**src/rtl/conv_encoder_tx.sv**
```systemverilog
// Rate-1/2 feed-forward convolutional encoder that appends M=K-1 zero tail bits after every frame.
// Define CONV_ENC_ERR_INJ_EN to add the err_mask port, which XORs channel errors into each loaded symbol.
//
// state | meaning
// ------+--------------------------------------------------------------
// RUN   | accepting data bits, one symbol per accepted bit
// TAIL  | flushing M zero bits to return the trellis to state 0
module conv_encoder_tx #(
    parameter int             K      = 3,
    parameter logic [K-1:0]   G0_OCT = 3'o7,
    parameter logic [K-1:0]   G1_OCT = 3'o5,
    parameter int             CNT_W  = 16
) (
    input  logic             clk,
    input  logic             rst,
    input  logic             bit_in,
    input  logic             bit_in_valid,
    input  logic             bit_in_last,
    output logic             bit_in_ready,
    output logic [1:0]       tx_sym,
    output logic             tx_sym_valid,
    input  logic             tx_sym_ready,
    output logic             busy,
    output logic [CNT_W-1:0] frame_bits
`ifdef CONV_ENC_ERR_INJ_EN
    ,
    input  logic [1:0]       err_mask
`endif
);

    localparam int M  = K - 1;
    localparam int TW = (M > 1) ? $clog2(M) : 1;

    typedef enum logic {RUN, TAIL} state_t;

    state_t             state_q, state_d;
    logic [M-1:0]       enc_state, enc_state_d;
    logic [TW-1:0]      tail_cnt, tail_cnt_d;
    logic [1:0]         tx_sym_d;
    logic               tx_sym_valid_d;
    logic [CNT_W-1:0]   frame_bits_d;
    logic               new_frame, new_frame_d;
    logic               out_free;
    logic               accept;
    logic [1:0]         inj;

`ifdef CONV_ENC_ERR_INJ_EN
    assign inj = err_mask;
`else
    assign inj = 2'b00;
`endif

    // sr[K-1] is the oldest state bit, sr[0] the incoming bit
    function automatic logic [1:0] encode(input logic [M-1:0] st, input logic b);
        logic [K-1:0] sr;
        sr = {st, b};
        return {^(sr & G0_OCT), ^(sr & G1_OCT)};
    endfunction

    assign out_free     = !tx_sym_valid || tx_sym_ready;
    assign bit_in_ready = (state_q == RUN) && out_free;
    assign accept       = bit_in_valid && bit_in_ready;
    assign busy         = (state_q == TAIL) || tx_sym_valid;

    always_comb begin
        state_d        = state_q;
        enc_state_d    = enc_state;
        tail_cnt_d     = tail_cnt;
        tx_sym_d       = tx_sym;
        tx_sym_valid_d = tx_sym_valid;
        frame_bits_d   = frame_bits;
        new_frame_d    = new_frame;

        if (tx_sym_ready)
            tx_sym_valid_d = 1'b0;

        case (state_q)
            RUN: begin
                if (accept) begin
                    tx_sym_d       = encode(enc_state, bit_in) ^ inj;
                    tx_sym_valid_d = 1'b1;
                    enc_state_d    = {enc_state[M-2:0], bit_in};
                    new_frame_d    = 1'b0;
                    if (new_frame)
                        frame_bits_d = CNT_W'(1);
                    else if (frame_bits != '1)
                        frame_bits_d = frame_bits + CNT_W'(1);
                    if (bit_in_last) begin
                        state_d    = TAIL;
                        tail_cnt_d = '0;
                    end
                end
            end
            TAIL: begin
                if (out_free) begin
                    tx_sym_d       = encode(enc_state, 1'b0) ^ inj;
                    tx_sym_valid_d = 1'b1;
                    enc_state_d    = {enc_state[M-2:0], 1'b0};
                    tail_cnt_d     = tail_cnt + TW'(1);
                    if (tail_cnt == TW'(M - 1)) begin
                        state_d     = RUN;
                        new_frame_d = 1'b1;
                    end
                end
            end
            default: state_d = RUN;
        endcase
    end

    always_ff @(posedge clk or posedge rst) begin
        if (rst) begin
            state_q      <= RUN;
            enc_state    <= '0;
            tail_cnt     <= '0;
            tx_sym       <= 2'b00;
            tx_sym_valid <= 1'b0;
            frame_bits   <= '0;
            new_frame    <= 1'b1;
        end else begin
            state_q      <= state_d;
            enc_state    <= enc_state_d;
            tail_cnt     <= tail_cnt_d;
            tx_sym       <= tx_sym_d;
            tx_sym_valid <= tx_sym_valid_d;
            frame_bits   <= frame_bits_d;
            new_frame    <= new_frame_d;
        end
    end

endmodule

```
**config.mk**
```make
export PLATFORM = sky130hd
export DESIGN_NAME = conv_encoder_tx
export DESIGN_NICKNAME = d
export VERILOG_FILES = /design/src/rtl/conv_encoder_tx.sv
export SDC_FILE = /design/constraint.sdc
export NUM_CORES = 1
export LEC_CHECK = 0
export BUFFER_PORTS_ARGS = -buffer_cell sky130_fd_sc_hd__buf_4
export CORE_ASPECT_RATIO = 0.9
export CORE_UTILIZATION = 50
export DETAILED_ROUTE_END_ITERATION = 10
export HOLD_SLACK_MARGIN = 0.03
export PLACE_DENSITY_LB_ADDON = 0.15
export SLEW_MARGIN = 15
export SYNTH_ARGS = -nofsm -noshare
export SYNTH_HDL_FRONTEND = slang
export SYNTH_SLANG_ARGS = --single-unit
```
**constraint.sdc**
```tcl
create_clock -name clk -period 4.5 [get_ports clk]
set_clock_uncertainty 0.05 [all_clocks]
set_input_delay 0.225 -clock clk [delete_from_list [all_inputs] [get_ports clk]]
set_output_delay 0.225 -clock clk [all_outputs]
set_load 0.01 [all_outputs]
```
-- After elaboration in Yosys (flattened, before gate mapping)
Cells that the tools add are included.
- bits in registers: 24
- latch bits: 0
- memory bits (writable): 0
- memory bits (read-only): 0
- input port bits: 6
- output and inout bits: 21
- word-level logic and storage cells: 54
- memories: 0
- add/subtract/negate cells: 2
- multipliers: 0
- divide/modulo/power cells: 0
- $lt $le $gt $ge: 0
- equal/unequal tests: 5
- shift operators: 0
- multiplexer cells: 25
- bitwise operators: 1
- reductions and logical operators: 14
- operator list (kind ; number):
    16-bit two-way mux ; 2
    16-bit by 1-bit adder with 16-bit output (second input constant) ; 1
    16-bit != test (second input constant) ; 1
    1-bit two-way mux ; 13
    3-bit parity ; 4
    3-bit AND reduction ; 3
    2-bit two-way mux ; 4
    1-bit one-hot mux with 2 select lines ; 4
    2-bit one-hot mux with 2 select lines ; 2
    2-bit by 1-bit != test with 1-bit output (second input constant) ; 2
    2-bit != test (second input constant) ; 2
    1-bit logical AND ; 2
    1-bit logical OR ; 2
    2-bit AND reduction ; 1
    2-bit nonzero test ; 1
    1-bit adder (second input constant) ; 1
    1-bit logical NOT ; 1
    1-bit NOT ; 1

-- Depth between registers and ports, before layout
- word-level depth: 6
- depth in mapped cells: 8
- gate-level depth less buffers: 5

-- Worst setup path after synthesis
OpenSTA, ideal clock, no wires.
- path type: flip-flop to flip-flop
- from: register frame_bits[0]
- to: register frame_bits[10]
- setup time: 124 ps
- arrival: 1847 ps
- required time: 4326 ps
- path slack: 2479 ps
- stages on the path, launching flop included: 9
- clock period less this slack: 2021 ps
- cell sequence: dfrtp_1 -> ha_1 -> and3_1 -> buf_6 -> and4_4 -> buf_6 -> a21o_4 -> buf_6 -> a211o_1
- longest elaborated chain between the ends: 3
- elaborated cells between the ends (all ways): 6
- ends and longest elaborated chain (item ; RTL line ; RTL):
    start, declared ; 24 ; output logic [CNT_W-1:0] frame_bits
    start signal, assigned ; 125 ; frame_bits <= frame_bits_d;
    16-bit by 1-bit adder with 16-bit output / 16-bit != test (equally long branches) ; 87, 86 ;
    16-bit two-way mux / 2-bit nonzero test (equally long branches) ; - ;
    16-bit two-way mux / 3-bit AND reduction (equally long branches) ; - ;
Several ways; a longest one is shown, not always the timed one. The select of a mux whose other input is x is not followed.
A chain may end at the register's enable or synchronous reset.

-- Worst setup path in the final report
- from: register tx_sym_valid
- to: register frame_bits[11]
- longest elaborated chain between the ends: 5
- ends and longest elaborated chain (item ; RTL line ; RTL):
    start, declared ; 21 ; output logic tx_sym_valid,
    start signal, assigned ; 124 ; tx_sym_valid <= tx_sym_valid_d;
    1-bit logical NOT ; 60 ; assign out_free = !tx_sym_valid || tx_sym_ready;
    1-bit logical OR ; 60 ;
    1-bit logical AND ; 61 ; assign bit_in_ready = (state_q == RUN) && out_free;
    1-bit logical AND ; 62 ; assign accept = bit_in_valid && bit_in_ready;
    3-bit AND reduction (no source line) ; - ;
No other way between the ends.

==> metrics.txt <==
via count=1334; delay contributed by the slowest stage of the critical path=0.43 ns; cell with the largest stage delay on the worst path=sky130_fd_sc_hd__dfrtp_1; count of mapped cells out of synthesis=153; start-to-end type of the worst setup path=reg2reg; leakage power of the design=0.7174 nW; number of input and output port buffers inserted=26; final cell utilization of the core=0.6093; final setup vio count=0; clock-pin slew of the registers on the worst-case setup and hold paths=0.15 ns; minimum clock period after layout=2.066 ns; initial core utilization=0.5285; setup repair after global routing missed its margin=false; Remaining DRCs=0; top-level I/O count=27; DP HPWL=2.198 mm; buffers plus inverters on the worst setup path=0; Inserted Diodes=0; netlist area before placement=1464 um2; layout cells sized above 1=0.2849; number of enable-type register cells in the synthesized netlist=0; wire length per cell=15.41 um; crit-path leading delay family=compound AO/OA/AOI/OAI gates; aggregate global routing overflow=0; number of cells upsized or downsized after cts=0; kind of start point of the critical path=flop; first-pass GRT wire length=5.568 mm; worst relative slew slack=0.4031; maximum clock frequency=484.0 MHz; Synth Register Bits=24; clock latency on the worst-skew pair=0.33 ns; # hold bufs at CTS=0; count of nets after finishing=180; Register Area=601.8 um2; placed cell count=208; number of post-CTS setup repair buffers=0; maximum fanout along the worst path=14; max-slew violation count=0; clock root cell=sky130_fd_sc_hd__clkbuf_4; part of the Yosys area used for sequential elements=0.4111; final total negative setup slack=0 ns; most used flip-flop cell after synthesis=sky130_fd_sc_hd__dfrtp_1; endpoint required time on the critical path=4.66 ns; post-route worst setup slack=2.434 ns; Final GP Congestion=0.8452; filler cell count=237; Die Y=53.33 um; width of the die=59.04 um; mean instance size in the synthesized netlist=9.568 um2; row cnt=18; wire length reported by the detailed router=3.266 mm; area of combinational cells with multiple inputs=754.5 um2; async set-reset flop share out of synthesis=1.000; core footprint=2770 um2; total clock sinks=24; met2 global-route usage=0.3428; pre-CTS setup slack=2.466 ns; CTS tree=yes; Cell Pwr Density=599.0 nW/um2; Overall Power=1.011 mW; crit end category=flop; vias in the first global route=1167; Die Area=3148 um2; outcome=finished clean; Top Usage Layer GRT=met1; 1st-pass router iterations=4; antenna viol nets, final=0; maximum vdd drop=0.0004372 V; worst hold path class=in2async; synthesized net count=160; number of different library cells in the post-synthesis netlist=49; actual slew at the worst max-slew pin=0.8944 ns; CP arrival=2.23 ns; pin count of the biggest net entering global routing=25; Max Cap Violations=0; vias per cell=6.292; Cell Chain, Critical Path=nand2b_1 > nand3_1 > a21o_4 > a221o_2; initial antenna violation count=0; H-tree levels=1; GRT met1 Usage=0.3496; area added between synthesis and finish=15.30%; final count of hold timing violations=0; post-layout instance count excluding filler cells=212; Total Routing Usage GR=0.2356; number of DRC violations after detailed-routing iteration 0=79; final cycle utilization of the critical path=0.4592; clock buffer count from CTS=3; yosys warns=0; maximum clock path buffer count=2; met3 usage=0.05623
cells in the mapped netlist, drive strengths merged, types with 2 or more instances:
cell type / n / share of area
a2111oi: 2 / 0.012
a211o: 3 / 0.019
a211oi: 3 / 0.015
a21oi: 12 / 0.041
a221o: 2 / 0.015
a221oi: 2 / 0.012
a31oi: 2 / 0.0085
a41o: 3 / 0.021
and3: 6 / 0.027
and4: 7 / 0.045
buf: 7 / 0.040
clkbuf: 4 / 0.010
dfrtp: 23 / 0.39
inv: 9 / 0.023
mux2: 2 / 0.015
nand2: 5 / 0.013
nand2b: 2 / 0.0085
nand3: 7 / 0.024
nand4: 7 / 0.030
nor2: 7 / 0.018
nor2b: 4 / 0.017
nor3: 4 / 0.014
nor4: 2 / 0.0085
o21ai: 9 / 0.031
or2: 2 / 0.0085
flip-flops by register name (all words and copies together), names as in the netlist:
signal / cells
frame_bits: 16
tx_sym_valid: 1
enc_state: 2
state_q: 1
new_frame: 1
tail_cnt: 1
tx_sym: 2
area by class of cell:
type | count | share of cell area
Multi-Input combinational cell | 109 | 0.4470
Sequential cell | 24 | 0.3566
Timing Repair Buffer | 26 | 0.1156
Tap cell | 40 | 0.02965
Inverter | 9 | 0.02001
Clock inverter | 1 | 0.01779
Clock buffer | 3 | 0.01334
power by group:
| part | total (mW) | switching, mW | internal [mW] |
|---|---|---|---|
| registers | 0.399 | 0.113 | 0.285 |
| clock network | 0.160 | 0.0696 | 0.0901 |
| logic | 0.452 | 0.234 | 0.218 |
| total | 1.01 | 0.417 | 0.594 |
cell families (layout without fill, tap and decap cells):
logic type      count (synthesis)  after routing  synth area share
simple gates                   55             55            0.2231
compound gates                 50             50            0.2624
buf+inv                        20             39           0.07350
mux                             2              2           0.01538
xor+xnor                        1              1          0.005984
flops                          24             24            0.4111
fa+ha+maj                       1              1          0.008546
worst paths after layout:
check | to | cells after the start | slack, ns | start
min in group clk | state_q | 2 | 0.10 | bit_in_last
max | frame_bits[11] | 4 | 2.43 | tx_sym_valid
max in group asynchronous | frame_bits[15] | 2 | 3.82 | rst
min | tx_sym_valid | 2 | 0.01 | rst
max reg2reg | frame_bits[11] | 4 | 2.43 | tx_sym_valid
min reg2reg | tail_cnt | 1 | 0.49 | tail_cnt
metrics by stage:
step           area [um2]  hold WS (ns)
6_report             1688       0.01440
5_1_grt              1688        0.1084
4_1_cts              1688       0.06933
3_3_place_gp         1635        0.4087
3_5_place_dp         1635        0.4383
2_1_floorplan        1464        0.1889
per-layer routing:
| layer | vias up | wire [um] |
|---|---|---|
| li1 | 632 | - |
| met1 | 648 | 1633 |
| met2 | 52 | 1397 |
| met3 | 2 | 220 |
| met4 | 0 | 14 |
| met5 | - | 0 |
worst reg2reg max path: cells and delay by family, from the launching register on:
kind | cells | cell delay [ns]
AO/OA/AOI/OAI | 2 | 0.77
AND/OR/NAND/NOR | 2 | 0.69
flip-flops | 1 | 0.43
cell usage in the layout, fill, tap and decap left out, drive strengths merged, types with 4 or more instances in the layout:
cell,n
nand3,7
o21ai,9
nand4,7
nor2,7
inv,9
nor3,4
buf,26
and4,7
and3,6
a21oi,12
dfrtp,23
nor2b,4
nand2,5
Note: power is estimated with default switching activity, not from simulation.
